==> src/rtl/ecc_scrubber_if.sv <==
// Memory port and external SECDED decoder port used by the scrubber.
// The master side is the scrubber. The slave side is the memory/decoder.
interface ecc_scrubber_if #(
   parameter int ADDR_W = 8
);
   logic [ADDR_W-1:0] mem_addr;
   logic              mem_rd_en;
   logic [31:0]       mem_rd_data;
   logic              mem_wr_en;
   logic [31:0]       mem_wr_data;
   logic [31:0]       ecc_in;
   logic [31:0]       ecc_out;
   logic              ecc_err2;

   modport master (
      output mem_addr, mem_rd_en, mem_wr_en, mem_wr_data, ecc_in,
      input  mem_rd_data, ecc_out, ecc_err2
   );

   modport slave (
      input  mem_addr, mem_rd_en, mem_wr_en, mem_wr_data, ecc_in,
      output mem_rd_data, ecc_out, ecc_err2
   );
endinterface

==> src/rtl/ecc_scrubber.sv <==
// Background ECC scrubber: reads each word once per pass and checks it through an external SECDED decoder.
// It writes back single-error corrections and records double-error words.
module ecc_scrubber #(
   parameter int ADDR_W = 8,
   parameter int DEPTH  = 256
) (
   input  logic               clk,
   input  logic               rst,
   input  logic               start,
   input  logic               hold,
   output logic               busy,
   output logic               done,
   ecc_scrubber_if.master     bus,
   output logic [15:0]        corr_cnt,
   output logic [15:0]        uncorr_cnt,
   output logic [ADDR_W-1:0]  err_addr,
   output logic               err_valid
);
   typedef enum logic [2:0] {IDLE, READ, WAIT, CHECK, WRITE, FINISH} state_t;

   localparam logic [ADDR_W-1:0] LAST = ADDR_W'(DEPTH - 1);

   state_t            state, state_nxt;
   logic [ADDR_W-1:0] addr;
   logic [31:0]       word;
   logic [31:0]       wr_data;
   logic              rd_en, wr_en, last, fix;

   assign last = (addr == LAST);
   // A clean-but-different decoder output means a correctable single-bit error
   assign fix  = !bus.ecc_err2 && (bus.ecc_out != word);

   assign bus.mem_addr    = addr;
   assign bus.mem_rd_en   = rd_en;
   assign bus.mem_wr_en   = wr_en;
   assign bus.mem_wr_data = wr_data;
   assign bus.ecc_in      = word;

   always_ff @(posedge clk) begin
      if (rst) state <= IDLE;
      else     state <= state_nxt;
   end

   always_comb begin
      state_nxt = state;
      rd_en     = 1'b0;
      wr_en     = 1'b0;
      busy      = 1'b0;
      done      = 1'b0;
      case (state)
         IDLE:   if (start) state_nxt = READ;
         READ: begin
            busy = 1'b1;
            if (!hold) begin
               rd_en     = 1'b1;
               state_nxt = WAIT;
            end
         end
         WAIT: begin
            busy      = 1'b1;
            state_nxt = CHECK;
         end
         CHECK: begin
            busy = 1'b1;
            if (fix)       state_nxt = WRITE;
            else if (last) state_nxt = FINISH;
            else           state_nxt = READ;
         end
         WRITE: begin
            busy      = 1'b1;
            wr_en     = 1'b1;
            state_nxt = last ? FINISH : READ;
         end
         FINISH: begin
            done      = 1'b1;
            state_nxt = IDLE;
         end
         default: state_nxt = IDLE;
      endcase
   end

   always_ff @(posedge clk) begin
      if (rst) begin
         addr       <= '0;
         word       <= '0;
         wr_data    <= '0;
         corr_cnt   <= '0;
         uncorr_cnt <= '0;
         err_addr   <= '0;
         err_valid  <= 1'b0;
      end else begin
         case (state)
            IDLE: if (start) begin
               addr       <= '0;
               corr_cnt   <= '0;
               uncorr_cnt <= '0;
               err_addr   <= '0;
               err_valid  <= 1'b0;
            end
            WAIT: word <= bus.mem_rd_data;
            CHECK: begin
               if (bus.ecc_err2) begin
                  if (uncorr_cnt != 16'hFFFF) uncorr_cnt <= uncorr_cnt + 16'd1;
                  if (!err_valid) begin
                     err_addr  <= addr;
                     err_valid <= 1'b1;
                  end
               end else if (fix) begin
                  wr_data <= bus.ecc_out;
               end
               if (!fix && !last) addr <= addr + 1'b1;
            end
            WRITE: begin
               if (corr_cnt != 16'hFFFF) corr_cnt <= corr_cnt + 16'd1;
               if (!last) addr <= addr + 1'b1;
            end
            FINISH: addr <= '0;
            default: ;
         endcase
      end
   end
endmodule

==> src/flat_wrapper.sv <==
// flat-port wrapper written by rule: the top's interface ports become plain ports
module ecc_scrubber_flat 
#(
   parameter int ADDR_W = 8,
   parameter int DEPTH  = 256
)
  (clk, rst, start, hold, busy, done, corr_cnt, uncorr_cnt, err_addr, err_valid, bus_mem_addr, bus_mem_rd_en, bus_mem_wr_en, bus_mem_wr_data, bus_ecc_in, bus_mem_rd_data, bus_ecc_out, bus_ecc_err2);
  ecc_scrubber_if #(.ADDR_W(ADDR_W)) bus_i ();
  input  logic clk;
  input  logic rst;
  input  logic start;
  input  logic hold;
  output logic busy;
  output logic done;
  output logic [15:0] corr_cnt;
  output logic [15:0] uncorr_cnt;
  output logic [ADDR_W-1:0] err_addr;
  output logic err_valid;
  output wire logic [$bits(bus_i.mem_addr)-1:0] bus_mem_addr;
  output wire logic [$bits(bus_i.mem_rd_en)-1:0] bus_mem_rd_en;
  output wire logic [$bits(bus_i.mem_wr_en)-1:0] bus_mem_wr_en;
  output wire logic [$bits(bus_i.mem_wr_data)-1:0] bus_mem_wr_data;
  output wire logic [$bits(bus_i.ecc_in)-1:0] bus_ecc_in;
  input wire logic [$bits(bus_i.mem_rd_data)-1:0] bus_mem_rd_data;
  input wire logic [$bits(bus_i.ecc_out)-1:0] bus_ecc_out;
  input wire logic [$bits(bus_i.ecc_err2)-1:0] bus_ecc_err2;
  assign bus_mem_addr = bus_i.mem_addr;
  assign bus_mem_rd_en = bus_i.mem_rd_en;
  assign bus_mem_wr_en = bus_i.mem_wr_en;
  assign bus_mem_wr_data = bus_i.mem_wr_data;
  assign bus_ecc_in = bus_i.ecc_in;
  assign bus_i.mem_rd_data = bus_mem_rd_data;
  assign bus_i.ecc_out = bus_ecc_out;
  assign bus_i.ecc_err2 = bus_ecc_err2;
  ecc_scrubber #(.ADDR_W(ADDR_W), .DEPTH(DEPTH)) u_core (.clk(clk), .rst(rst), .start(start), .hold(hold), .busy(busy), .done(done), .bus(bus_i), .corr_cnt(corr_cnt), .uncorr_cnt(uncorr_cnt), .err_addr(err_addr), .err_valid(err_valid));
endmodule
==> config.mk <==
export PLATFORM = sky130hd
export DESIGN_NAME = ecc_scrubber_flat
export DESIGN_NICKNAME = d
export VERILOG_FILES = /design/src/rtl/ecc_scrubber_if.sv /design/src/rtl/ecc_scrubber.sv /design/src/flat_wrapper.sv
export SDC_FILE = /design/constraint.sdc
export NUM_CORES = 1
export LEC_CHECK = 0
export CORE_AREA = 2 2 107 109
export DETAILED_ROUTE_END_ITERATION = 12
export DIE_AREA = 0 0 109 111
export PLACE_DENSITY = 0.85
export SYNTH_ARGS = -nofsm -noshare
export SYNTH_HDL_FRONTEND = slang
export SYNTH_SLANG_ARGS = --single-unit
==> constraint.sdc <==
create_clock -name clk -period 5.5 [get_ports clk]
set_input_delay 0.825 -clock clk [delete_from_list [all_inputs] [get_ports clk]]
set_output_delay 0.825 -clock clk [all_outputs]
set_load 0.005 [all_outputs]
==> results.py <==
metrics = {
    "run_status": {
        "status": "finished, final reports clean",
    },
    "critical_path": {
        "critPathMaxStageDelay_ns": 0.63,
        "critPathTopFamily": "simple AND/OR/NAND/NOR gates",
        "cp_max_fo": 20,
        "r2r_end": "u_core.bus.mem_wr_data[12]",
        "slowest_stage": "nor4_1",
        "critPathLaunchType": "input pin",
        "crit_arrival_ns": 3.93,
        "crit_buf_inv": 2,
        "reg2reg_setup_slack_ns": 2.35,
        "endpoint_kind": "register",
        "cp_cell_sequence": "clkdlybuf4s50_1 > xor2_1 > nor4_1 > nand4_1 > o21ai_4 > buf_4 > mux2i_1 > nor2_1",
        "timing.rr.start": "u_core.bus.ecc_in[25]",
        "required_ns": 5.74,
        "worst-setup-path-type": "input pin to register",
        "rr_worst_depth": 7,
    },
    "power": {
        "power.total_mw": 2.15,
        "ir_drop_v": 0.000194,
        "leakage_nw": 3.01,
        "pwr_density_cell_nw_per_um2": 281,
    },
    "cts": {
        "clockBufferDepth": 2,
        "postCtsSetupRepairBufs": 0,
        "cts_sinks": 116,
        "cts_root_buffer": "clkbuf_16",
        "path_clk_slew_ns": 0.05,
        "clk_latency_ns": 0.41,
        "post_cts_resize_count": 0,
        "tritoncts": "built",
        "ctsHoldBuffers": 0,
        "htreeDepth": 4,
        "cts_buffers": 17,
    },
    "logic_synthesis": {
        "synthesis.area_sq_um": 5170,
        "yosysWarnings": 0,
        "async_flop_share_pct": 0,
        "synth_edf_count": 0,
        "synth_commonest_cells": "dfxtp_1 (116), nand2_1 (85), nor2_1 (84)",
        "synth_most_common_cell": "dfxtp_1",
        "synthTopCellsByArea": "dfxtp_1 (45%), mux2i_1 (7.4%), xor2_1 (7.1%), nand2_1 (6.2%), nor2_1 (6.1%)",
        "synth_ff_type": "dfxtp_1",
        "yosysSeqAreaShare_pct": 45.0,
        "synth_nets": 655,
        "synth.ff_latch_count": 116,
        "syn-mean-instance-area_sq_um": 8.86,
        "yosysTopAreaCellShare_pct": 45.0,
        "yosysTopAreaCell": "dfxtp_1",
        "yosys.cell_types.count": 58,
        "syn_inst": 583,
    },
    "place": {
        "dp_hpwl_um": 11100,
        "finalWeightedCongestion": 0.930,
        "portBuffers": 185,
        "pre_cts_ws_ns": 1.43,
    },
    "timing": {
        "post-route-min-period_ns": 3.69,
        "finClkSkew_ns": 0.0109,
        "post-route-period-util_pct": 67.0,
        "hold_violations": 0,
        "holdWs_ns": 0.483,
        "slew-limit-headroom_pct": 17.0,
        "tightest_slew_ns": 1.24,
        "fin_setup_tns_ns": 0,
        "setup_ws_ns": 1.81,
        "finalMaxSlewViolations": 0,
        "rsz0062_at_grt": "false",
        "fmaxAchievable_mhz": 271,
        "report.final.setup_viol": 0,
    },
    "floorplan": {
        "die_w_um": 109,
        "io_pins": 186,
        "start_util_pct": 46.6,
        "core_sq_um": 11100,
        "chipHeight_um": 111,
        "dieArea_sq_um": 12100,
        "num_rows": 39,
    },
    "min_path": {
        "hold_path_class": "register to register",
        "min_to": "u_core.bus.ecc_in[2]",
        "hold_depth": 2,
        "min-delay-start": "u_core.bus.ecc_in[2]",
    },
    "global_routing": {
        "grt_start_max_net_pins": 87,
        "grt_use_total_pct": 25.7,
        "grt_pass1_wl_um": 24200,
        "grt_pass1_vias": 4877,
        "grt_antenna_before_repair": 0,
        "grt_overflow": 0,
    },
    "routing": {
        "drcViolationCount": 0,
        "viasPerCell": 5.44,
        "vias": 4991,
        "routed_wl_um": 15400,
        "first_pass_iters": 5,
        "drt_iter0_markers": 377,
        "ant_nets": 0,
        "wl_per_cell_um": 16.8,
    },
    "finish": {
        "diodes": 0,
        "area_delta_synth_final_pct": 48.1,
        "fillers": 837,
        "layout.nets": 835,
        "fin_util_pct": 69.1,
        "drive_gt1_share_pct": 6.59,
    },
    "job": {
        "maxCapViolCount": 0,
    },
}
==> tightest hold or removal path: cells and delay by family, from the launching register on <==
family / cells / cell delay (ns)
and+or+nand+nor: 1 / 0.06
DFF: 1 / 0.32
AOI/OAI and AO/OA: 1 / 0.05
==> metal layers <==
| metal | global-route usage (%) | share of wire (%) |
|---|---|---|
| met4 | 9.91 | 2.7 |
| met1 | 29.9 | 39 |
| met5 | 0 | 0 |
| met2 | 42.9 | 51 |
| met3 | 8.52 | 7.3 |
==> cells by family after synthesis <==
group	synth area share, %
flops	45.0
simple gates	24.7
buf+inv	3.12
fa+ha+maj	0.727
mux	7.58
compound gates	8.96
xor+xnor	10.0
==> state kept, by name, summed over array words and instances (netlist names) <==
signal	flops
u_core.state	3
u_core.bus.ecc_in	32
u_core.uncorr_cnt	16
u_core.err_valid	1
u_core.bus.mem_addr	8
u_core.bus.mem_wr_data	32
u_core.err_addr	8
u_core.corr_cnt	16
==> power by group <==
group / switching (mW) / leakage, nW / internal, mW
clock network: 0.357 / 0.282 / 0.685
logic: 0.109 / 1.79 / 0.114
registers: 0.0239 / 0.936 / 0.860
==> layout make-up <==
cell class / instances / area (sq um) / area share [%]
Clock inverter: 4 / 45.0 / 0.589
Sequential cell: 116 / 2320 / 30.3
Clock buffer: 26 / 519 / 6.78
Timing Repair Buffer: 189 / 1880 / 24.5
Multi-Input combinational cell: 435 / 2700 / 35.2
Tap cell: 143 / 179 / 2.34
Inverter: 4 / 15.0 / 0.196
==> worst max path at each step <==
stage,cells past startpoint,slack (ns),end,start
2_1_floorplan,6,3.10,u_core.bus.mem_addr[7],bus_ecc_out[23]
3_3_place_gp,8,1.51,u_core.bus.mem_wr_data[18],bus_ecc_out[25]
3_5_place_dp,8,1.43,u_core.bus.mem_wr_data[12],bus_ecc_out[25]
4_1_cts,8,1.74,u_core.bus.mem_wr_data[12],bus_ecc_out[25]
5_1_grt,8,1.67,u_core.bus.mem_wr_data[12],bus_ecc_out[25]
6_report,8,1.81,u_core.bus.mem_wr_data[12],bus_ecc_out[25]
==> cell usage in the layout (no fill, tap or decap), types with 4 or more instances in the layout <==
master	netlist	routed
mux2i_1	38	38
dfxtp_1	116	116
clkbuf_8	1	6
o21ai_0	5	5
nand2b_1	4	4
clkdlybuf4s50_1	0	184
nor2_1	84	83
a22oi_1	8	8
nor4_1	11	11
nor3_1	8	8
and3_1	5	5
nor4b_1	6	6
buf_4	3	4
or3_1	6	6
inv_1	4	4
clkbuf_16	0	17
xnor2_1	17	17
nand4_1	9	9
xor2_1	42	42
nand2_1	85	85
a21oi_1	38	38
nand3_1	15	15
and4_1	4	4
==> through the flow <==
step                      instances  cell area [sq um]
after floorplan                 583               5170
after global placement          887               7090
after detailed placement        887               7090
after CTS                       917               7650
after global routing            917               7650
final                           917               7650
(Power assumes the default switching activity.)
